==> config.mk <==
export PLATFORM = sky130hd
export DESIGN_NAME = solver_load_sequencer
export DESIGN_NICKNAME = d
export VERILOG_FILES = /design/src/rtl/solver_load_sequencer.sv
export SDC_FILE = /design/constraint.sdc
export NUM_CORES = 1
export LEC_CHECK = 0
export ABC_CLOCK_PERIOD_IN_PS = 5560
export CAP_MARGIN = 20
export CORE_UTILIZATION = 45
export CTS_CLUSTER_DIAMETER = 80
export CTS_CLUSTER_SIZE = 12
export DETAILED_ROUTE_END_ITERATION = 12
export GPL_TIMING_DRIVEN = 1
export HOLD_SLACK_MARGIN = 0.06
export PLACE_DENSITY = 0.73
export RECOVER_POWER = 25
export SLEW_MARGIN = 20
export SYNTH_ARGS = -nofsm -noshare
export SYNTH_HDL_FRONTEND = slang
export SYNTH_SLANG_ARGS = --single-unit
==> constraint.sdc <==
create_clock -name clk_i -period 5.56 [get_ports clk_i]
set_clock_uncertainty 0.15 [all_clocks]
set_input_delay 1.668 -clock clk_i [delete_from_list [all_inputs] [get_ports clk_i]]
set_output_delay 1.668 -clock clk_i [all_outputs]
set_load 0.01 [all_outputs]
==> src/rtl/solver_load_sequencer.sv <==
// rtl/solver_load_sequencer.sv - clears the variable table, loads clauses, starts the solver and times it
module solver_load_sequencer #(
  parameter int NSAT           = 3,
  parameter int NUM_VARIABLES  = 2048,
  parameter int NUM_CLAUSES    = 2048,
  parameter int TIMEOUT_CYCLES = 10000,
  localparam int VAW           = $clog2(NUM_VARIABLES),
  localparam int CAW           = $clog2(NUM_CLAUSES),
  localparam int CLAUSE_WIDTH  = NSAT * 8,
  localparam int TCW           = $clog2(TIMEOUT_CYCLES + 1)
) (
  input  logic                    clk_i,
  input  logic                    rst_i,
  input  logic                    cmd_start_i,
  input  logic                    abort_i,
  input  logic                    clause_valid_i,
  input  logic [CLAUSE_WIDTH-1:0] clause_data_i,
  input  logic                    clause_last_i,
  output logic                    clause_ready_o,
  output logic                    vt_en_o,
  output logic                    vt_wr_en_o,
  output logic [VAW-1:0]          vt_addr_o,
  output logic                    vt_data_o,
  output logic                    ct_wr_en_o,
  output logic [CAW-1:0]          ct_wr_addr_o,
  output logic [CLAUSE_WIDTH-1:0] ct_wr_clause_o,
  output logic                    solver_start_o,
  input  logic                    solver_done_i,
  output logic                    busy_o,
  output logic                    done_o,
  output logic                    sat_o,
  output logic                    timeout_o,
  output logic                    overflow_o,
  output logic [CAW:0]            num_clauses_o,
  output logic [TCW-1:0]          cycle_count_o
);

  typedef enum logic [2:0] {IDLE, CLEAR_VT, LOAD_CT, START, RUN, FINISH} state_t;

  localparam logic [VAW-1:0] VT_LAST = VAW'(NUM_VARIABLES - 1);
  localparam logic [CAW-1:0] CT_LAST = CAW'(NUM_CLAUSES - 1);
  localparam logic [TCW-1:0] T_MAX   = TCW'(TIMEOUT_CYCLES);

  state_t         state;
  logic [CAW-1:0] idx;

  assign vt_data_o = 1'b0;

  always_ff @(posedge clk_i) begin
    if (rst_i) begin
      state          <= IDLE;
      idx            <= '0;
      clause_ready_o <= 1'b0;
      vt_en_o        <= 1'b0;
      vt_wr_en_o     <= 1'b0;
      vt_addr_o      <= '0;
      ct_wr_en_o     <= 1'b0;
      ct_wr_addr_o   <= '0;
      ct_wr_clause_o <= '0;
      solver_start_o <= 1'b0;
      busy_o         <= 1'b0;
      done_o         <= 1'b0;
      sat_o          <= 1'b0;
      timeout_o      <= 1'b0;
      overflow_o     <= 1'b0;
      num_clauses_o  <= '0;
      cycle_count_o  <= '0;
    end else if (abort_i) begin
      // Result flags and counters deliberately keep their values across an abort.
      state          <= IDLE;
      clause_ready_o <= 1'b0;
      vt_en_o        <= 1'b0;
      vt_wr_en_o     <= 1'b0;
      vt_addr_o      <= '0;
      ct_wr_en_o     <= 1'b0;
      solver_start_o <= 1'b0;
      busy_o         <= 1'b0;
      done_o         <= 1'b0;
    end else begin
      ct_wr_en_o     <= 1'b0;
      solver_start_o <= 1'b0;
      done_o         <= 1'b0;
      case (state)
        IDLE: begin
          if (cmd_start_i) begin
            state         <= CLEAR_VT;
            busy_o        <= 1'b1;
            vt_en_o       <= 1'b1;
            vt_wr_en_o    <= 1'b1;
            vt_addr_o     <= '0;
            idx           <= '0;
            sat_o         <= 1'b0;
            timeout_o     <= 1'b0;
            overflow_o    <= 1'b0;
            num_clauses_o <= '0;
            cycle_count_o <= '0;
          end
        end
        CLEAR_VT: begin
          if (vt_addr_o == VT_LAST) begin
            state          <= LOAD_CT;
            vt_en_o        <= 1'b0;
            vt_wr_en_o     <= 1'b0;
            vt_addr_o      <= '0;
            clause_ready_o <= 1'b1;
          end else begin
            vt_addr_o <= vt_addr_o + 1'b1;
          end
        end
        LOAD_CT: begin
          if (clause_valid_i && clause_ready_o) begin
            ct_wr_en_o     <= 1'b1;
            ct_wr_addr_o   <= idx;
            ct_wr_clause_o <= clause_data_i;
            // A final clause landing in the last slot is a normal load, not an overflow.
            if (clause_last_i) begin
              num_clauses_o  <= (CAW+1)'(idx) + (CAW+1)'(1);
              clause_ready_o <= 1'b0;
              state          <= START;
            end else if (idx == CT_LAST) begin
              num_clauses_o  <= (CAW+1)'(idx) + (CAW+1)'(1);
              overflow_o     <= 1'b1;
              clause_ready_o <= 1'b0;
              state          <= FINISH;
            end else begin
              idx <= idx + 1'b1;
            end
          end
        end
        START: begin
          solver_start_o <= 1'b1;
          state          <= RUN;
        end
        RUN: begin
          if (solver_done_i) begin
            sat_o <= 1'b1;
            state <= FINISH;
          end else if (cycle_count_o == T_MAX) begin
            timeout_o <= 1'b1;
            state     <= FINISH;
          end else begin
            cycle_count_o <= cycle_count_o + 1'b1;
          end
        end
        FINISH: begin
          done_o <= 1'b1;
          busy_o <= 1'b0;
          state  <= IDLE;
        end
        default: state <= IDLE;
      endcase
    end
  end

endmodule
# After elaboration in Yosys (flattened, before gate mapping)
# Cells that the tools add are included.
# op_classes
shifts,0
n_mul,0
n_mux,46
reduce_logical,21
n_lt_le_gt_ge,0
add_sub_neg,4
div,0
n_eq_ne,20
n_bitwise,2
# op_table
cell,count
$mux 11,5
$mux 12,4
$pmux 11 s2,2
$mux 14,3
$pmux 14 s2,1
$pmux 12 s2,1
$add 11x1->11 const B,2
$eq 11x11->1 const B,2
$mux 3,7
$ne 2x2->1 const B,10
$reduce_and 5->1,4
$mux 1,16
$pmux 3 s5,1
$add 14x1->14 const B,1
$eq 14x14->1 const B,1
$add 11x1->12 const B,1
$pmux 1 s2,6
$reduce_and 6->1,2
$reduce_bool 2->1,5
$reduce_and 4->1,2
$eq 3x2->1 const B,2
$eq 3x3->1 const B,2
$ne 3x3->1 const B,2
$reduce_and 3->1,2
7 further kinds,9
# totals
regBits,95
input_bits,31
output_inout_bits,83
mem_bits_ro,0
latchBits,0
ramBits,0
wordCells,109
n_memories,0

# Longest topological paths before layout
# depth
word_depth,5
depth_mapped,8
mapped_depth_nobuf,7

# Worst setup path before layout
# OpenSTA, ideal clock, no wires.
# synth_timing
path_type,input -> register
from,in cmd_start_i
to,reg idx[2]
setup_ns,0.101
setup_slack_ns,2.392
arrival_time_ns,2.917
t_required_ns,5.309
path_stages,5
path_buffers,0
path_cell_list,nor2b_1 > o2111ai_1 > nor2_2 > nand2_1 > o41ai_1
# synth_via
elab_chain_len,2
# synth_rtl
element,line_no,text
"start, declared",14,"input logic cmd_start_i,"
$ne 2x2->1 (no source line),n/a,
$reduce_and 6->1 (no source line),n/a,
"end signal, assigned",126,idx <= idx + 1'b1;
"end, declared",45,logic [CAW-1:0] idx;
# Every way passes these cells.
# A chain may end at the register's enable or synchronous reset.

# Final worst setup path
# layout_timing
from,in cmd_start_i
to,reg idx[6]
# Same word-level chain as after synthesis.

==> run metrics <==
outcome finished clean; first-pass GRT wire length 17900 um; post-cts repair resize count 0; Clock power frac 0.366; combinational power share 0.072; largest cells by area after synthesis dfxtp_1, nand2_1, a21oi_1, nor2_1, nand3_1; layout cells sized above 1 0.0506; antenna violations before repair 0; busiest metal layer after global routing met2; hold buffer count at cts 0; Unique masters post-synth 61; Nets 664; Post-Syn Nets 570; ratio of final minimum period to clock period 0.715; final hold violation count 0; GR Util met2 0.371; met3 Usage GRT 0.0358; Critical Path Sink Type flop; Tmin final 3.97 ns; Req. time, crit path 5.63 ns; R2R depth 5; Detail Placement HPWL 7450 um; via count 4108; Chip Width 99.6 um; clk buf depth 2; Top FF cell, synth dfxtp_1; Slowest cell on crit path dlygate4sd3_1; Max Clk Rate 0.252 GHz; Worst Hold End ct_wr_clause_o[19]$_SDFFE_PP0P_; Commonest cells post-synth nand2_1, dfxtp_1, a21oi_1, nor2_1; share of the yosys chip area belonging to registers 0.444; FF-to-FF Start state[2]$_SDFFE_PP0P_; Worst Path Max Fanout 10; reg2reg setup slack 2.73 ns; chip height 99.6 um; NetSw 292 uW; Worst-path clk slew 0.10 ns; clock sink count 95; FF+latch count, synth 95; Mapped Area 0.00429 mm^2; yosys warns 0; leak pwr 0.00196 uW; worst-skew pair later-pin latency 0.34 ns; RePlAce Congestion 0.837; fillcell total 852; Power Density 216 mW/mm^2; reg-to-reg endpoint idx[6]$_SDFFE_PP0P_; area grow syn2layout 31.9%; PortBufs 112; Post-route DRC 0; count leader, synth nand2_1; Avg Inst Size Synth 8.01 um^2; routed length per instance 14.2 um; GR Layer Usage met1 0.289; All-Layer GR Usage 0.222; worst hold start ct_wr_clause_o[19]$_SDFFE_PP0P_; max_slew headroom 0.486; Critical Path AT 4.04 ns; setup bufs post-CTS 0; TritonCTS buffer count 9; Routed WL 10800 um; cell taking the most area after synthesis dfxtp_1; worst slack at placement 1.34 ns; core area 0.00924 mm^2; Starting Density 0.464; Mapped Cells 535; CTS tree done; ys async rst share 0; VDD IR max 0.141 mV; io pins 114; switching share of power 0.239; n_diodes 0; H-tree depth 3; worst path cell trace dlygate4sd3_1, nor2b_1, o2111ai_1, nor2_2, nand2_1, o41ai_1; CP max stage delay 0.60 ns; hold path cells 2; root buffer cell clkbuf_8; vias in the first global route 3836; Core Util, Final 0.612; Int Pwr 932 uW; pin count of the biggest net entering global routing 73; GRT Residual Overflow 0; Max Slew Vio Count 0; Final Hold Slack 0.304 ns; Pre-antenna DRT Iters 4; Final Power 1220 uW; sequential group share of total power 0.562; via density per instance 5.39; worst setup margin 1.59 ns; max-cap violations 0; antenna-violating nets left 0; RSZ-0062 raised after global routing no; actual slew at the worst max-slew pin 0.763 ns; number of DRC markers in iteration 0 204; Setup CP Type input port to flop; Post-synth EDFFs 0; setup TNS 0 ns; Finish-stage setup viols 0; row cnt 35; Die Area 0.00992 mm^2; Synth top area share 0.444; Min-Delay Path Class flop to flop; crit start category input port
## placed cells by master (no fill, tap or decap), types with 10 or more instances in the layout
| cell | netlist | layout |
|---|---|---|
| nor2_1 | 44 | 44 |
| clkdlybuf4s50_1 | 0 | 79 |
| nand2_1 | 105 | 105 |
| dfxtp_1 | 95 | 95 |
| or3_1 | 13 | 12 |
| o21ai_0 | 17 | 17 |
| dlygate4sd3_1 | 0 | 32 |
| a21oi_1 | 66 | 66 |
| nand3_1 | 23 | 23 |
| inv_1 | 11 | 11 |
| nor3_1 | 10 | 10 |
## sequential cells by signal, indices dropped and copies added (netlist names), 3 cells and up
signal,flops
ct_wr_clause_o,24
ct_wr_addr_o,11
cycle_count_o,14
vt_addr_o,11
state,3
num_clauses_o,12
idx,11
## area by class of cell
class | count | area, um^2 | area share
Clock buffer | 9 | 124 | 0.0219
Clock inverter | 6 | 71.3 | 0.0126
Inverter | 12 | 45.0 | 0.00796
Multi-Input combinational cell | 396 | 2210 | 0.392
Sequential cell | 95 | 1900 | 0.336
Tap cell | 129 | 161 | 0.0285
Timing Repair Buffer | 115 | 1140 | 0.201
## kinds of logic after synthesis
kind of cell | after synthesis | synth area share
adders and majority gates | 4 | 0.0117
AOI/OAI and AO/OA | 125 | 0.179
other | 1 | 0.000875
muxes | 8 | 0.0187
DFF | 95 | 0.444
xor gates and xnor gates | 9 | 0.0184
and+or+nand+nor | 249 | 0.284
buffers and inverters | 44 | 0.0444
## power groups by stage
stage | combinational, uW | sequential (uW) | clock, uW
2_1_floorplan | 49.3 | 703 | 0
3_3_place_gp | 85.8 | 704 | 0
3_5_place_dp | 87.3 | 704 | 0
4_1_cts | 87.7 | 688 | 463
5_1_grt | 95.9 | 690 | 495
6_report | 88.1 | 688 | 448
## routing by layer
metal | vias up | part of all wire
li1 | 2064 | -
met2 | 131 | 0.47
met4 | 0 | 0.020
met3 | 18 | 0.051
met5 | - | 0
met1 | 1895 | 0.46
## worst max-delay path: cells and delay by family
family,cells,cell delay (ns)
buf+inv,1,0.60
compound gates,2,0.71
simple gates,3,1.06
## through the flow
stage                     std cells  instance area (um^2)
after floorplan                 535                  4290
after CTS                       762                  5650
after detailed placement        747                  5450
after global routing            762                  5660
final                           762                  5660
after global placement          747                  5450
## worst max path at each step
stage / slack, ns / start / endpoint / cells past startpoint
floorplan: 2.39 / cmd_start_i / idx[2]$_SDFFE_PP0P_ / 5
global placement: 1.61 / cmd_start_i / idx[6]$_SDFFE_PP0P_ / 6
detailed placement: 1.34 / cmd_start_i / idx[6]$_SDFFE_PP0P_ / 6
CTS: 1.69 / cmd_start_i / idx[6]$_SDFFE_PP0P_ / 6
global route: 1.47 / cmd_start_i / idx[6]$_SDFFE_PP0P_ / 6
finish: 1.59 / cmd_start_i / idx[6]$_SDFFE_PP0P_ / 6
(Power assumes the default switching activity.)
